<file path="config.mk">
export PLATFORM = sky130hd
export DESIGN_NAME = calc1_port_requester_flat
export DESIGN_NICKNAME = d
export VERILOG_FILES = /design/src/rtl/calc1_pkg.sv /design/src/rtl/calc1_port_requester_if.sv /design/src/rtl/calc1_req_watchdog.sv /design/src/rtl/calc1_port_requester.sv /design/src/flat_wrapper.sv
export SDC_FILE = /design/constraint.sdc
export NUM_CORES = 1
export LEC_CHECK = 0
export CORE_MARGIN = 2
export CORE_UTILIZATION = 36
export CTS_CLUSTER_SIZE = 8
export DETAILED_ROUTE_END_ITERATION = 12
export HOLD_SLACK_MARGIN = 0.08
export PLACE_DENSITY = 0.76
export SETUP_SLACK_MARGIN = 0.5
export SYNTH_ARGS = -nofsm -noshare
export SYNTH_HDL_FRONTEND = slang
export SYNTH_SLANG_ARGS = --single-unit
</file>
<file path="constraint.sdc">
create_clock -name c_clk -period 1.49 [get_ports c_clk]
set_input_delay 0.2235 -clock c_clk [delete_from_list [all_inputs] [get_ports c_clk]]
set_output_delay 0.2235 -clock c_clk [all_outputs]
set_load 0.005 [all_outputs]
</file>
<file path="src/rtl/calc1_pkg.sv">
// -----------------------------------------------------------------------------
// calc1_pkg
// Shared definitions for the calc1 port requester: bus widths, command and
// response codes, the requester state encoding and a counter-width helper.
// No ports (package).
// -----------------------------------------------------------------------------
package calc1_pkg;

   localparam int DATA_W = 32;
   localparam int CMD_W  = 4;
   localparam int RESP_W = 2;

   localparam logic [CMD_W-1:0] CMD_NOP = 4'd0;
   localparam logic [CMD_W-1:0] CMD_ADD = 4'd1;
   localparam logic [CMD_W-1:0] CMD_SUB = 4'd2;
   localparam logic [CMD_W-1:0] CMD_LSH = 4'd5;
   localparam logic [CMD_W-1:0] CMD_RSH = 4'd6;

   localparam logic [RESP_W-1:0] RESP_NONE    = 2'd0;
   localparam logic [RESP_W-1:0] RESP_OK      = 2'd1;
   localparam logic [RESP_W-1:0] RESP_INVALID = 2'd2;
   localparam logic [RESP_W-1:0] RESP_ERROR   = 2'd3;

   typedef enum logic [2:0] {
      ST_IDLE  = 3'd0,
      ST_SEND1 = 3'd1,
      ST_SEND2 = 3'd2,
      ST_WAIT  = 3'd3,
      ST_DONE  = 3'd4,
      ST_GAP   = 3'd5
   } state_t;

   // Width of a counter that must hold values 0..max_val; never narrower than 1.
   function automatic int cnt_width(input int max_val);
      return (max_val > 0) ? $clog2(max_val + 1) : 1;
   endfunction

endpackage

</file>
<file path="src/rtl/calc1_port_requester_if.sv">
// -----------------------------------------------------------------------------
// calc1_port_requester_if
// Bundles the stimulus transaction handshake, the calc1 request/response bus
// and the result hand-off of one calc1 port requester.
// Modports:
//   master - requester side (drives txn_ready, req_*, rsp_*, status pulses)
//   slave  - harness side (drives txn_*, out_*, rsp_ready)
// Handshakes: a transfer happens on a posedge where valid and ready are both
// 1; valid may not depend on ready, and the payload is only meaningful while
// valid is 1.
// -----------------------------------------------------------------------------
interface calc1_port_requester_if;
   import calc1_pkg::*;

   logic              txn_valid;
   logic              txn_ready;
   logic [CMD_W-1:0]  txn_cmd;
   logic [DATA_W-1:0] txn_op1;
   logic [DATA_W-1:0] txn_op2;
   logic [CMD_W-1:0]  req_cmd_out;
   logic [DATA_W-1:0] req_data_out;
   logic [RESP_W-1:0] out_resp_in;
   logic [DATA_W-1:0] out_data_in;
   logic              rsp_valid;
   logic              rsp_ready;
   logic [CMD_W-1:0]  rsp_cmd;
   logic [RESP_W-1:0] rsp_resp;
   logic [DATA_W-1:0] rsp_data;
   logic              spurious_resp;
   logic              timeout;

   modport master (
      input  txn_valid, txn_cmd, txn_op1, txn_op2, out_resp_in, out_data_in, rsp_ready,
      output txn_ready, req_cmd_out, req_data_out, rsp_valid, rsp_cmd, rsp_resp, rsp_data,
             spurious_resp, timeout
   );

   modport slave (
      output txn_valid, txn_cmd, txn_op1, txn_op2, out_resp_in, out_data_in, rsp_ready,
      input  txn_ready, req_cmd_out, req_data_out, rsp_valid, rsp_cmd, rsp_resp, rsp_data,
             spurious_resp, timeout
   );

endinterface

</file>
<file path="src/rtl/calc1_req_watchdog.sv">
// -----------------------------------------------------------------------------
// calc1_req_watchdog
// Counts enabled cycles since the last clear and flags the cycle in which the
// TIMEOUT_CYCLES-th enabled cycle occurs. Only built with CALC1_REQ_TIMEOUT_EN.
// Ports:
//   c_clk  in  clock
//   reset  in  synchronous active-high reset
//   clear  in  restart the count at 0
//   enable in  count this cycle
//   expire out combinational: this is enabled cycle number TIMEOUT_CYCLES
// -----------------------------------------------------------------------------
module calc1_req_watchdog #(
   parameter int TIMEOUT_CYCLES = 64
) (
   input  logic c_clk,
   input  logic reset,
   input  logic clear,
   input  logic enable,
   output logic expire
);
   import calc1_pkg::*;

   localparam int CNT_W = cnt_width(TIMEOUT_CYCLES);

   logic [CNT_W-1:0] cnt;

   // Count holds once expired; the requester leaves WAIT and clears it.
   always_ff @(posedge c_clk) begin
      if (reset || clear) cnt <= '0;
      else if (enable && !expire) cnt <= cnt + CNT_W'(1);
   end

   assign expire = enable && (cnt == CNT_W'(TIMEOUT_CYCLES - 1));

endmodule

</file>
<file path="src/rtl/calc1_port_requester.sv">
// -----------------------------------------------------------------------------
// calc1_port_requester
// Initiator side of one calc1 port: accepts a transaction, issues the two-cycle
// calc1 request (cmd+op1, then op2), waits for the response pulse and holds
// the result until the consumer takes it. One command outstanding at most.
// Ports:
//   c_clk     in   clock, posedge
//   reset     in   synchronous active-high reset
//   bus       ---  calc1_port_requester_if.master (txn_*, req_*, out_*, rsp_*,
//                  spurious_resp, timeout)
//   dbg_state out  current FSM state
// Parameters: TIMEOUT_CYCLES (watchdog limit), MIN_GAP (idle cycles after a
// result hand-off). Optional feature macro: CALC1_REQ_TIMEOUT_EN enables the
// response watchdog; otherwise WAIT lasts until a response and timeout is 0.
// -----------------------------------------------------------------------------
module calc1_port_requester
   import calc1_pkg::*;
#(
   parameter int TIMEOUT_CYCLES = 64,
   parameter int MIN_GAP        = 0
) (
   input  logic                          c_clk,
   input  logic                          reset,
   calc1_port_requester_if.master        bus,
   output state_t                        dbg_state
);

   localparam int GAP_W = cnt_width(MIN_GAP);

   state_t            state, state_d;
   logic [CMD_W-1:0]  cmd_q, cmd_d;
   logic [DATA_W-1:0] op2_q, op2_d;
   logic [GAP_W-1:0]  gap_cnt, gap_d;
   logic [CMD_W-1:0]  req_cmd_q, req_cmd_d;
   logic [DATA_W-1:0] req_data_q, req_data_d;
   logic              rsp_valid_q, rsp_valid_d;
   logic [CMD_W-1:0]  rsp_cmd_q, rsp_cmd_d;
   logic [RESP_W-1:0] rsp_resp_q, rsp_resp_d;
   logic [DATA_W-1:0] rsp_data_q, rsp_data_d;
   logic              spurious_q, spurious_d;
   logic              timeout_d;
   logic              resp_hit;
   logic              expire;
   logic              txn_ready;

   assign resp_hit  = (bus.out_resp_in != RESP_NONE);
   assign txn_ready = (state == ST_IDLE) && (gap_cnt == '0);

`ifdef CALC1_REQ_TIMEOUT_EN
   calc1_req_watchdog #(.TIMEOUT_CYCLES(TIMEOUT_CYCLES)) u_watchdog (
      .c_clk  (c_clk),
      .reset  (reset),
      .clear  (state != ST_WAIT),
      .enable (state == ST_WAIT),
      .expire (expire)
   );
`else
   // No watchdog: never true for any legal TIMEOUT_CYCLES.
   assign expire = (TIMEOUT_CYCLES < 0);
`endif

   always_ff @(posedge c_clk) begin
      if (reset) begin
         state       <= ST_IDLE;
         cmd_q       <= '0;
         op2_q       <= '0;
         gap_cnt     <= '0;
         req_cmd_q   <= '0;
         req_data_q  <= '0;
         rsp_valid_q <= 1'b0;
         rsp_cmd_q   <= '0;
         rsp_resp_q  <= '0;
         rsp_data_q  <= '0;
         spurious_q  <= 1'b0;
      end else begin
         state       <= state_d;
         cmd_q       <= cmd_d;
         op2_q       <= op2_d;
         gap_cnt     <= gap_d;
         req_cmd_q   <= req_cmd_d;
         req_data_q  <= req_data_d;
         rsp_valid_q <= rsp_valid_d;
         rsp_cmd_q   <= rsp_cmd_d;
         rsp_resp_q  <= rsp_resp_d;
         rsp_data_q  <= rsp_data_d;
         spurious_q  <= spurious_d;
      end
   end

   // Outputs are registered: each branch computes what the bus shows in the
   // state being entered, so req_* track the state one-for-one.
   always_comb begin
      state_d     = state;
      cmd_d       = cmd_q;
      op2_d       = op2_q;
      gap_d       = gap_cnt;
      req_cmd_d   = '0;
      req_data_d  = '0;
      rsp_valid_d = rsp_valid_q;
      rsp_cmd_d   = rsp_cmd_q;
      rsp_resp_d  = rsp_resp_q;
      rsp_data_d  = rsp_data_q;
      timeout_d   = 1'b0;
      spurious_d  = resp_hit && (state != ST_WAIT);
      unique case (state)
         ST_IDLE: begin
            if (bus.txn_valid && txn_ready) begin
               cmd_d = bus.txn_cmd;
               op2_d = bus.txn_op2;
               if (bus.txn_cmd != CMD_NOP) begin
                  state_d    = ST_SEND1;
                  req_cmd_d  = bus.txn_cmd;
                  req_data_d = bus.txn_op1;
               end else begin
                  // NOP completes locally without touching the calc1 bus.
                  state_d     = ST_DONE;
                  rsp_valid_d = 1'b1;
                  rsp_cmd_d   = CMD_NOP;
                  rsp_resp_d  = RESP_NONE;
                  rsp_data_d  = '0;
               end
            end
         end
         ST_SEND1: begin
            state_d    = ST_SEND2;
            req_data_d = op2_q;
         end
         ST_SEND2: state_d = ST_WAIT;
         ST_WAIT: begin
            // A response in the expiry cycle takes priority over the timeout.
            if (resp_hit) begin
               state_d     = ST_DONE;
               rsp_valid_d = 1'b1;
               rsp_cmd_d   = cmd_q;
               rsp_resp_d  = bus.out_resp_in;
               rsp_data_d  = bus.out_data_in;
            end else if (expire) begin
               state_d     = ST_DONE;
               rsp_valid_d = 1'b1;
               rsp_cmd_d   = cmd_q;
               rsp_resp_d  = RESP_ERROR;
               rsp_data_d  = '0;
               timeout_d   = 1'b1;
            end
         end
         ST_DONE: begin
            if (bus.rsp_ready) begin
               rsp_valid_d = 1'b0;
               if (MIN_GAP > 0) begin
                  state_d = ST_GAP;
                  gap_d   = GAP_W'(MIN_GAP);
               end else begin
                  state_d = ST_IDLE;
               end
            end
         end
         ST_GAP: begin
            if (gap_cnt <= GAP_W'(1)) begin
               gap_d   = '0;
               state_d = ST_IDLE;
            end else begin
               gap_d = gap_cnt - GAP_W'(1);
            end
         end
         default: state_d = ST_IDLE;
      endcase
   end

`ifdef CALC1_REQ_TIMEOUT_EN
   logic timeout_q;
   always_ff @(posedge c_clk) begin
      if (reset) timeout_q <= 1'b0;
      else       timeout_q <= timeout_d;
   end
   assign bus.timeout = timeout_q;
`else
   assign bus.timeout = timeout_d;
`endif

   assign bus.txn_ready     = txn_ready;
   assign bus.req_cmd_out   = req_cmd_q;
   assign bus.req_data_out  = req_data_q;
   assign bus.rsp_valid     = rsp_valid_q;
   assign bus.rsp_cmd       = rsp_cmd_q;
   assign bus.rsp_resp      = rsp_resp_q;
   assign bus.rsp_data      = rsp_data_q;
   assign bus.spurious_resp = spurious_q;
   assign dbg_state         = state;

endmodule
</file>
<file path="src/flat_wrapper.sv">
// flat-port wrapper written by rule: the top's interface ports become plain ports
module calc1_port_requester_flat import calc1_pkg::*;
#(
   parameter int TIMEOUT_CYCLES = 64,
   parameter int MIN_GAP        = 0
)
  (c_clk, reset, dbg_state, bus_txn_valid, bus_txn_cmd, bus_txn_op1, bus_txn_op2, bus_out_resp_in, bus_out_data_in, bus_rsp_ready, bus_txn_ready, bus_req_cmd_out, bus_req_data_out, bus_rsp_valid, bus_rsp_cmd, bus_rsp_resp, bus_rsp_data, bus_spurious_resp, bus_timeout);
  calc1_port_requester_if bus_i ();
  input  logic c_clk;
  input  logic reset;
  output state_t dbg_state;
  input wire logic [$bits(bus_i.txn_valid)-1:0] bus_txn_valid;
  input wire logic [$bits(bus_i.txn_cmd)-1:0] bus_txn_cmd;
  input wire logic [$bits(bus_i.txn_op1)-1:0] bus_txn_op1;
  input wire logic [$bits(bus_i.txn_op2)-1:0] bus_txn_op2;
  input wire logic [$bits(bus_i.out_resp_in)-1:0] bus_out_resp_in;
  input wire logic [$bits(bus_i.out_data_in)-1:0] bus_out_data_in;
  input wire logic [$bits(bus_i.rsp_ready)-1:0] bus_rsp_ready;
  output wire logic [$bits(bus_i.txn_ready)-1:0] bus_txn_ready;
  output wire logic [$bits(bus_i.req_cmd_out)-1:0] bus_req_cmd_out;
  output wire logic [$bits(bus_i.req_data_out)-1:0] bus_req_data_out;
  output wire logic [$bits(bus_i.rsp_valid)-1:0] bus_rsp_valid;
  output wire logic [$bits(bus_i.rsp_cmd)-1:0] bus_rsp_cmd;
  output wire logic [$bits(bus_i.rsp_resp)-1:0] bus_rsp_resp;
  output wire logic [$bits(bus_i.rsp_data)-1:0] bus_rsp_data;
  output wire logic [$bits(bus_i.spurious_resp)-1:0] bus_spurious_resp;
  output wire logic [$bits(bus_i.timeout)-1:0] bus_timeout;
  assign bus_i.txn_valid = bus_txn_valid;
  assign bus_i.txn_cmd = bus_txn_cmd;
  assign bus_i.txn_op1 = bus_txn_op1;
  assign bus_i.txn_op2 = bus_txn_op2;
  assign bus_i.out_resp_in = bus_out_resp_in;
  assign bus_i.out_data_in = bus_out_data_in;
  assign bus_i.rsp_ready = bus_rsp_ready;
  assign bus_txn_ready = bus_i.txn_ready;
  assign bus_req_cmd_out = bus_i.req_cmd_out;
  assign bus_req_data_out = bus_i.req_data_out;
  assign bus_rsp_valid = bus_i.rsp_valid;
  assign bus_rsp_cmd = bus_i.rsp_cmd;
  assign bus_rsp_resp = bus_i.rsp_resp;
  assign bus_rsp_data = bus_i.rsp_data;
  assign bus_spurious_resp = bus_i.spurious_resp;
  assign bus_timeout = bus_i.timeout;
  calc1_port_requester #(.TIMEOUT_CYCLES(TIMEOUT_CYCLES), .MIN_GAP(MIN_GAP)) u_core (.c_clk(c_clk), .reset(reset), .bus(bus_i), .dbg_state(dbg_state));
endmodule
</file>
==> results of run 1 <==
==> Yosys cell counts (all sizes together) (2+ instances only) <==
master / n / area share (%)
and2: 4 / 0.65
inv: 2 / 0.20
nor2: 5 / 0.49
a22o: 70 / 16
clkbuf: 7 / 0.69
nor4b: 2 / 0.78
nor3: 5 / 1.2
nand3b: 2 / 0.39
dfxtp: 115 / 60
nand2: 72 / 7.0
a21oi: 41 / 5.3
buf: 23 / 3.9
or3: 2 / 0.33
==> worst reg2reg max path: cells and delay by family (launching register included) <==
| family | cells | cell delay [ns] |
|---|---|---|
| buf+inv | 4 | 0.62 |
| simple gates | 1 | 0.29 |
| compound gates | 2 | 0.26 |
| flops | 1 | 0.36 |
==> layout make-up <==
class,count,area (um2)
timing repair buffer,248,2310
fill,771,3430
tap,136,170
clock buffer,21,429
multi-input combinational,215,1450
inverter,2,7.51
sequential,115,2370
clock inverter,11,160
==> timing repair <==
action,CTS,global route
gates cloned,1,3
setup buffers,13,15
setup endpoints to repair,195,195
pin swaps,6,9
resized for setup,381,50
==> layer usage <==
layer	wire length (um)	up-vias	track usage (%)
li1	-	1760	-
met1	4710	1704	21.8
met2	6050	168	34.3
met3	1140	24	7.96
met4	225	0	6.03
met5	0	-	0
==> logic make-up (layout without fill, tap and decap cells) <==
group / after synthesis / after routing / synth area share, %
AND/OR/NAND/NOR: 97 / 98 / 12.5
flip-flops: 115 / 115 / 60.0
AO/OA/AOI/OAI: 116 / 116 / 22.6
buffers and inverters: 32 / 282 / 4.83
other: 1 / 1 / 0.0978
==> per-stage QoR <==
stage | instance area [um2] | util [%] | total power, mW
floorplan | 3930 | - | 4.00
global placement | 6020 | 58.3 | 4.68
detailed placement | 6020 | 58.3 | 4.71
CTS | 6530 | 63.3 | 8.74
global route | 6890 | 66.8 | 9.26
finish | 6890 | 66.8 | 8.92
==> where the power goes <==
part	switching, mW	total [mW]	internal (mW)
combinational	0.593	1.46	0.867
sequential	0.105	3.40	3.30
clock	1.37	4.06	2.70
==> worst max path at each step <==
stage / from / endpoint / slack (ns) / cells after the start
after global routing: u_core.dbg_state[0] / u_core.bus.rsp_data[17] / -0.19 / 7
after global placement: bus_out_resp_in[0] / u_core.bus.rsp_data[1] / -0.60 / 4
after floorplan: u_core.dbg_state[1] / u_core.bus.req_data_out[0] / 0.05 / 4
after detailed placement: bus_out_resp_in[1] / u_core.bus.rsp_data[4] / -0.70 / 4
after CTS: u_core.dbg_state[2] / u_core.bus.req_data_out[5] / -0.09 / 5
final: u_core.dbg_state[0] / u_core.bus.rsp_data[17] / -0.16 / 7
==> state kept, by name, summed over array words and instances, names as in the netlist <==
name	flops
u_core.cmd_q	4
u_core.bus.req_data_out	32
u_core.bus.req_cmd_out	4
u_core.dbg_state	3
u_core.bus.spurious_resp	1
u_core.bus.rsp_cmd	4
u_core.bus.rsp_resp	2
u_core.bus.rsp_valid	1
u_core.op2_q	32
u_core.bus.rsp_data	32
==> results_dict.tcl, run 1 <==
set metrics [dict create \
    status "complete, but fails checks" \
    violations_in_the_final_reports "negative setup slack" \
    max_stage_delay_ns 0.36 \
    clock_tree.root_cell "sky130_fd_sc_hd__clkbuf_8" \
    syn_inst 361 \
    grt_pass1_wl_mm 17.3 \
    avgRoutedWirePerCell_um 16.2 \
    path_max_fanout 11 \
    holdCritPathClass "in -> reg" \
    fin_worst_skew_ns 0.00504 \
    setup-violations-final 104 \
    clock_latency_late_sink_ns 0.52 \
    layout_commonest_cell "sky130_fd_sc_hd__clkdlybuf4s50_1" \
    max_root_sink_buffers 2 \
    ys_seq_area_share_pct 60.0 \
    path_clk_slew_ns 0.06 \
    layout-area-overhead-vs-synth_pct 79.6 \
    yosys.cell_types.count 27 \
    finalNetCount 705 \
    rsz0062_at_grt "true" \
    drive_gt1_share_pct 40.2 \
    dr_total_vias 3656 \
    routed_wl_mm 12.1 \
    post-route-worst-setup-slack_ns -0.158 \
    maximum_number_of_pins_on_one_net_before_global_route_repair 38 \
    fin_setup_tns_ns -9.57 \
    grt_overflow 0 \
    tightestPinTransition_ns 0.507 \
    whs_ns 0.251 \
    synth-main-ff-cell "sky130_fd_sc_hd__dfxtp_1" \
    fmaxAchievable_mhz 607 \
    cts_tree "done" \
    synth_edf_count 0 \
    ant_nets 0 \
    cellPowerDensity_nw_per_um2 1300 \
    endpoint_kind "register" \
    holdCritStartpoint "reset" \
    first_global_vias 3504 \
    row_count 37 \
    place_inst 684 \
    ir_drop_mv 0.710 \
    cts_hold_buffers 0 \
    worstReg2RegEnd "u_core.bus.rsp_data[17]" \
    synth.ff_latch_count 115 \
    postSynth.asyncResetShare_pct 0 \
    number_of_port_buffers 185 \
    die_area_um2 11500 \
    floorplan.initialDensity_pct 37.2 \
    layout_min_cycle_time_ns 1.65 \
    p_leak_nw 2.96 \
    globalRouteTotalUtil_pct 19.6 \
    worstPathRequired_ns 1.89 \
    cp_cell_sequence "buf_6, nor4b_4, buf_6, a221oi_4, buf_6, clkbuf_16, a22o_1" \
    drt_drc_violations_left 0 \
    reg2reg_depth 7 \
    first_iter_violations 124 \
    core_area_um2 10300 \
    crit_path_frequent_cell "sky130_fd_sc_hd__buf_6" \
    holdPathEnd "u_core.dbg_state[2]" \
    critical_path.startpoint_type "register" \
    rrSetupSlack_ns -0.16 \
    worstSetupPathType "reg -> reg" \
    crit_buf_inv 4 \
    antenna_found_initial 0 \
    final_cell_mix "sky130_fd_sc_hd__clkdlybuf4s50_1, sky130_fd_sc_hd__nand2_1, sky130_fd_sc_hd__a22o_1" \
    critical-path-top-delay-family "buffers and inverters" \
    dp_worst_setup_slack_ns -0.701 \
    final.period_utilization_pct 111 \
    synthesis.yosys.warnings 0 \
    hold_viol 0 \
    die_height_um 107 \
    syn_nets 467 \
    synth_area_um2 3840 \
    layout.cells.non_filler 748 \
    cts.sink_count 115 \
    worst_hold_path.num_cells 3 \
    gp_congestion 0.743 \
    detailedPlacementHpwl_mm 7.53 \
    max_slew_vio_count 0 \
    max-slew-margin-rel_pct 66.1 \
    cell_with_the_largest_stage_delay_on_the_worst_path "sky130_fd_sc_hd__dfxtp_4" \
    reg2reg_from "u_core.dbg_state[0]" \
    die-width_um 107 \
    inserted_clock_buffers 17 \
    clock_tree.htree_level_count 4 \
    synth.avg_cell_area_um2 10.6 \
    arr_time_crit_path_ns 2.05 \
    cap_viol_max_count 0 \
    antenna_cells 0 \
    first_pass_iters 4 \
    num_io_pins 187 \
    viasPerCell 4.89 \
]
Power figures use the tool's default switching activity.
==> run 2: changes to the inputs <==
--- a/config.mk
+++ b/config.mk
@@ -6,12 +6,13 @@
 export NUM_CORES = 1
 export LEC_CHECK = 0
 export CORE_MARGIN = 2
-export CORE_UTILIZATION = 36
+export CORE_UTILIZATION = 37
 export CTS_CLUSTER_SIZE = 8
 export DETAILED_ROUTE_END_ITERATION = 12
 export HOLD_SLACK_MARGIN = 0.08
-export PLACE_DENSITY = 0.76
+export PLACE_DENSITY = 0.77
 export SETUP_SLACK_MARGIN = 0.5
 export SYNTH_ARGS = -nofsm -noshare
 export SYNTH_HDL_FRONTEND = slang
+export SYNTH_HIERARCHICAL = 1
 export SYNTH_SLANG_ARGS = --single-unit
==> run 2 against run 1 <==
  * The flow still finishes with violations (negative setup slack)
  * Power up 5.2%
  * Non-clock buffer count down 2
  * Register-to-register slack worse by 0.13 ns
  * Core utilization up 0.60 points
  * Synthesized cell count up 33%
  * Critical endpoint is now u_core/bus.rsp_data[22]
  * Highest routed layer unchanged
==> results_dict.tcl, run 2 <==
set metrics [dict create \
    p_leak_nw 2.97 \
    syn_nets 587 \
    first_iter_violations 281 \
    fin_worst_skew_ns 0.00611 \
    cts_tree "done" \
    synth.most_common_cell "sky130_fd_sc_hd__dfxtp_1" \
    die_height_um 109 \
    die-width_um 109 \
    setup-violations-final 108 \
    grt_overflow 0 \
    viasPerCell 5.01 \
    clock_tree.htree_level_count 4 \
    cts.sink_count 115 \
    clock_tree.root_cell "sky130_fd_sc_hd__clkbuf_8" \
    ys_seq_area_share_pct 56.3 \
    rsz0062_at_grt "true" \
    max_stage_delay_ns 0.58 \
    detailedPlacementHpwl_mm 8.63 \
    die_area_um2 11900 \
    routed_wl_mm 13.9 \
    violations_in_the_final_reports "negative setup slack" \
    finalNetCount 811 \
    cap_viol_max_count 0 \
    endpoint_kind "register" \
    floorplan.initialDensity_pct 37.9 \
    max_slew_vio_count 0 \
    whs_ns 0.160 \
    critical_path.startpoint_type "register" \
    post-route-worst-setup-slack_ns -0.287 \
    grt_pass1_wl_mm 20.2 \
    synthesis.yosys.warnings 6 \
    final_cell_mix "sky130_fd_sc_hd__nand2_1, sky130_fd_sc_hd__clkdlybuf4s50_1, sky130_fd_sc_hd__dfxtp_2" \
    yosys.area.top_type "sky130_fd_sc_hd__dfxtp_1" \
    cell_with_the_largest_stage_delay_on_the_worst_path "sky130_fd_sc_hd__or4b_4" \
    holdCritPathClass "in -> reg" \
    core_area_um2 10800 \
    syn_inst 481 \
    globalRouteTotalUtil_pct 21.9 \
    row_count 38 \
    ant_nets 0 \
    first_global_vias 4177 \
    hold_viol 0 \
    post_synth_most_frequent_cells "sky130_fd_sc_hd__dfxtp_1, sky130_fd_sc_hd__nand2_1, sky130_fd_sc_hd__a21oi_1, sky130_fd_sc_hd__nor2_1, sky130_fd_sc_hd__nand3_1" \
    final.period_utilization_pct 119 \
    postSynth.asyncResetShare_pct 0 \
    avgRoutedWirePerCell_um 16.2 \
    dp_worst_setup_slack_ns -0.551 \
    synth-main-ff-cell "sky130_fd_sc_hd__dfxtp_1" \
    first_pass_iters 5 \
    inserted_clock_buffers 17 \
    num_io_pins 187 \
    layout_min_cycle_time_ns 1.78 \
    cts_hold_buffers 0 \
    drive_gt1_share_pct 35.8 \
    worstPathRequired_ns 1.89 \
    dr_total_vias 4303 \
    worstSetupPathType "reg -> reg" \
    layout.filler_cells 865 \
    path_max_fanout 22 \
    layout_commonest_cell "sky130_fd_sc_hd__nand2_1" \
    status "complete, but fails checks" \
    synth.ff_latch_count 115 \
    cp_cell_sequence "or4b_4, o22ai_4, buf_12, buf_16, nand3_1, o21ai_1" \
    layout-area-overhead-vs-synth_pct 77.8 \
    yosys-top-cells-area "sky130_fd_sc_hd__dfxtp_1, sky130_fd_sc_hd__nand2_1, sky130_fd_sc_hd__a22oi_1" \
    drt_drc_violations_left 0 \
    arr_time_crit_path_ns 2.17 \
    synth_top_area_share_pct 56.3 \
    max-slew-margin-rel_pct 56.4 \
    path_clk_slew_ns 0.06 \
    maximum_number_of_pins_on_one_net_before_global_route_repair 39 \
    tightestPinTransition_ns 0.653 \
    yosys.cell_types.count 34 \
    clock_latency_late_sink_ns 0.49 \
    ir_drop_mv 0.912 \
    fmaxAchievable_mhz 563 \
    synth_edf_count 0 \
    fin_util_pct 67.4 \
    gp_congestion 0.825 \
    cellPowerDensity_nw_per_um2 1290 \
    synth_area_um2 4090 \
    number_of_port_buffers 185 \
    synth.avg_cell_area_um2 8.50 \
    max_root_sink_buffers 2 \
    antenna_found_initial 1 \
]
## run 2: cell count changes after synthesis, sizes merged, moves of 12 or more
cell / change
a22o: -68
a22oi: +31
buf: -12
clkbuf: +23
nand2: +38
nand3: +36
nor2: +35
o21ai: +37
## run 2: worst max-delay path, delay by kind of cell, from the launching register on
| kind | cells | cell delay (ns) |
|---|---|---|
| flip-flops | 1 | 0.34 |
| buffers and inverters | 2 | 0.34 |
| AND/OR/NAND/NOR | 2 | 0.68 |
| AO/OA/AOI/OAI | 2 | 0.32 |
## run 2: cell families (layout without fill, tap and decap cells)
logic type | count (synthesis) | in the layout | share of synthesized area, %
and+or+nand+nor | 206 | 206 | 21.8
AOI/OAI and AO/OA | 116 | 116 | 17.1
DFF | 115 | 115 | 56.3
buffers and inverters | 43 | 280 | 4.68
other | 1 | 2 | 0.0917
## run 2: area by class of cell
cell class / count / area (um2) / area share [%]
Clock inverter: 9 / 129 / 1.77
Antenna cell: 1 / 2.50 / 0.0344
Multi-Input combinational cell: 323 / 1730 / 23.8
Sequential cell: 115 / 2380 / 32.7
Clock buffer: 23 / 457 / 6.28
Tap cell: 140 / 175 / 2.41
Inverter: 2 / 7.51 / 0.103
Timing Repair Buffer: 246 / 2390 / 32.9
## run 2: per-stage QoR
stage,instance area (um2),std cells,setup TNS (ns),power [mW]
after global routing,7270,859,-17.65,9.81
after CTS,6890,842,-8.46,9.16
after detailed placement,6270,792,-44.71,5.08
after global placement,6270,792,-41.33,5.04
after floorplan,4210,481,-2.37,4.29
final,7270,859,-12.66,9.39
## run 2: what timing repair did
item	CTS	global route
cloned	2	2
setup buffers	16	14
hold endpoints to repair	0	0
gates resized for setup	411	69
endpoints found under the setup margin	193	195
pin swaps	5	9
## run 2: final timing paths
| check | end | cells after the start | slack, ns | from |
|---|---|---|---|---|
| max | u_core/bus.rsp_data[22] | 6 | -0.29 | u_core/dbg_state[2] |
| min | u_core/bus.rsp_resp[1] | 3 | 0.16 | reset |
| max reg2reg | u_core/bus.rsp_data[22] | 6 | -0.29 | u_core/dbg_state[2] |
| min reg2reg | u_core/bus.rsp_data[3] | 2 | 0.45 | u_core/bus.rsp_data[3] |
## run 2: metal layers
layer | global-route usage, % | part of all wire (%) | vias to the layer above
li1 | - | - | 2089
met1 | 26.4 | 40 | 2044
met2 | 37.6 | 53 | 150
met3 | 4.42 | 5.3 | 20
met4 | 9.34 | 2.0 | 0
met5 | 0 | 0 | -
## run 2: power by group
| part | leakage [nW] | internal [mW] | switching (mW) |
|---|---|---|---|
| sequential | 0.963 | 3.31 | 0.104 |
| clock | 0.282 | 2.63 | 1.35 |
| combinational | 1.72 | 1.07 | 0.923 |
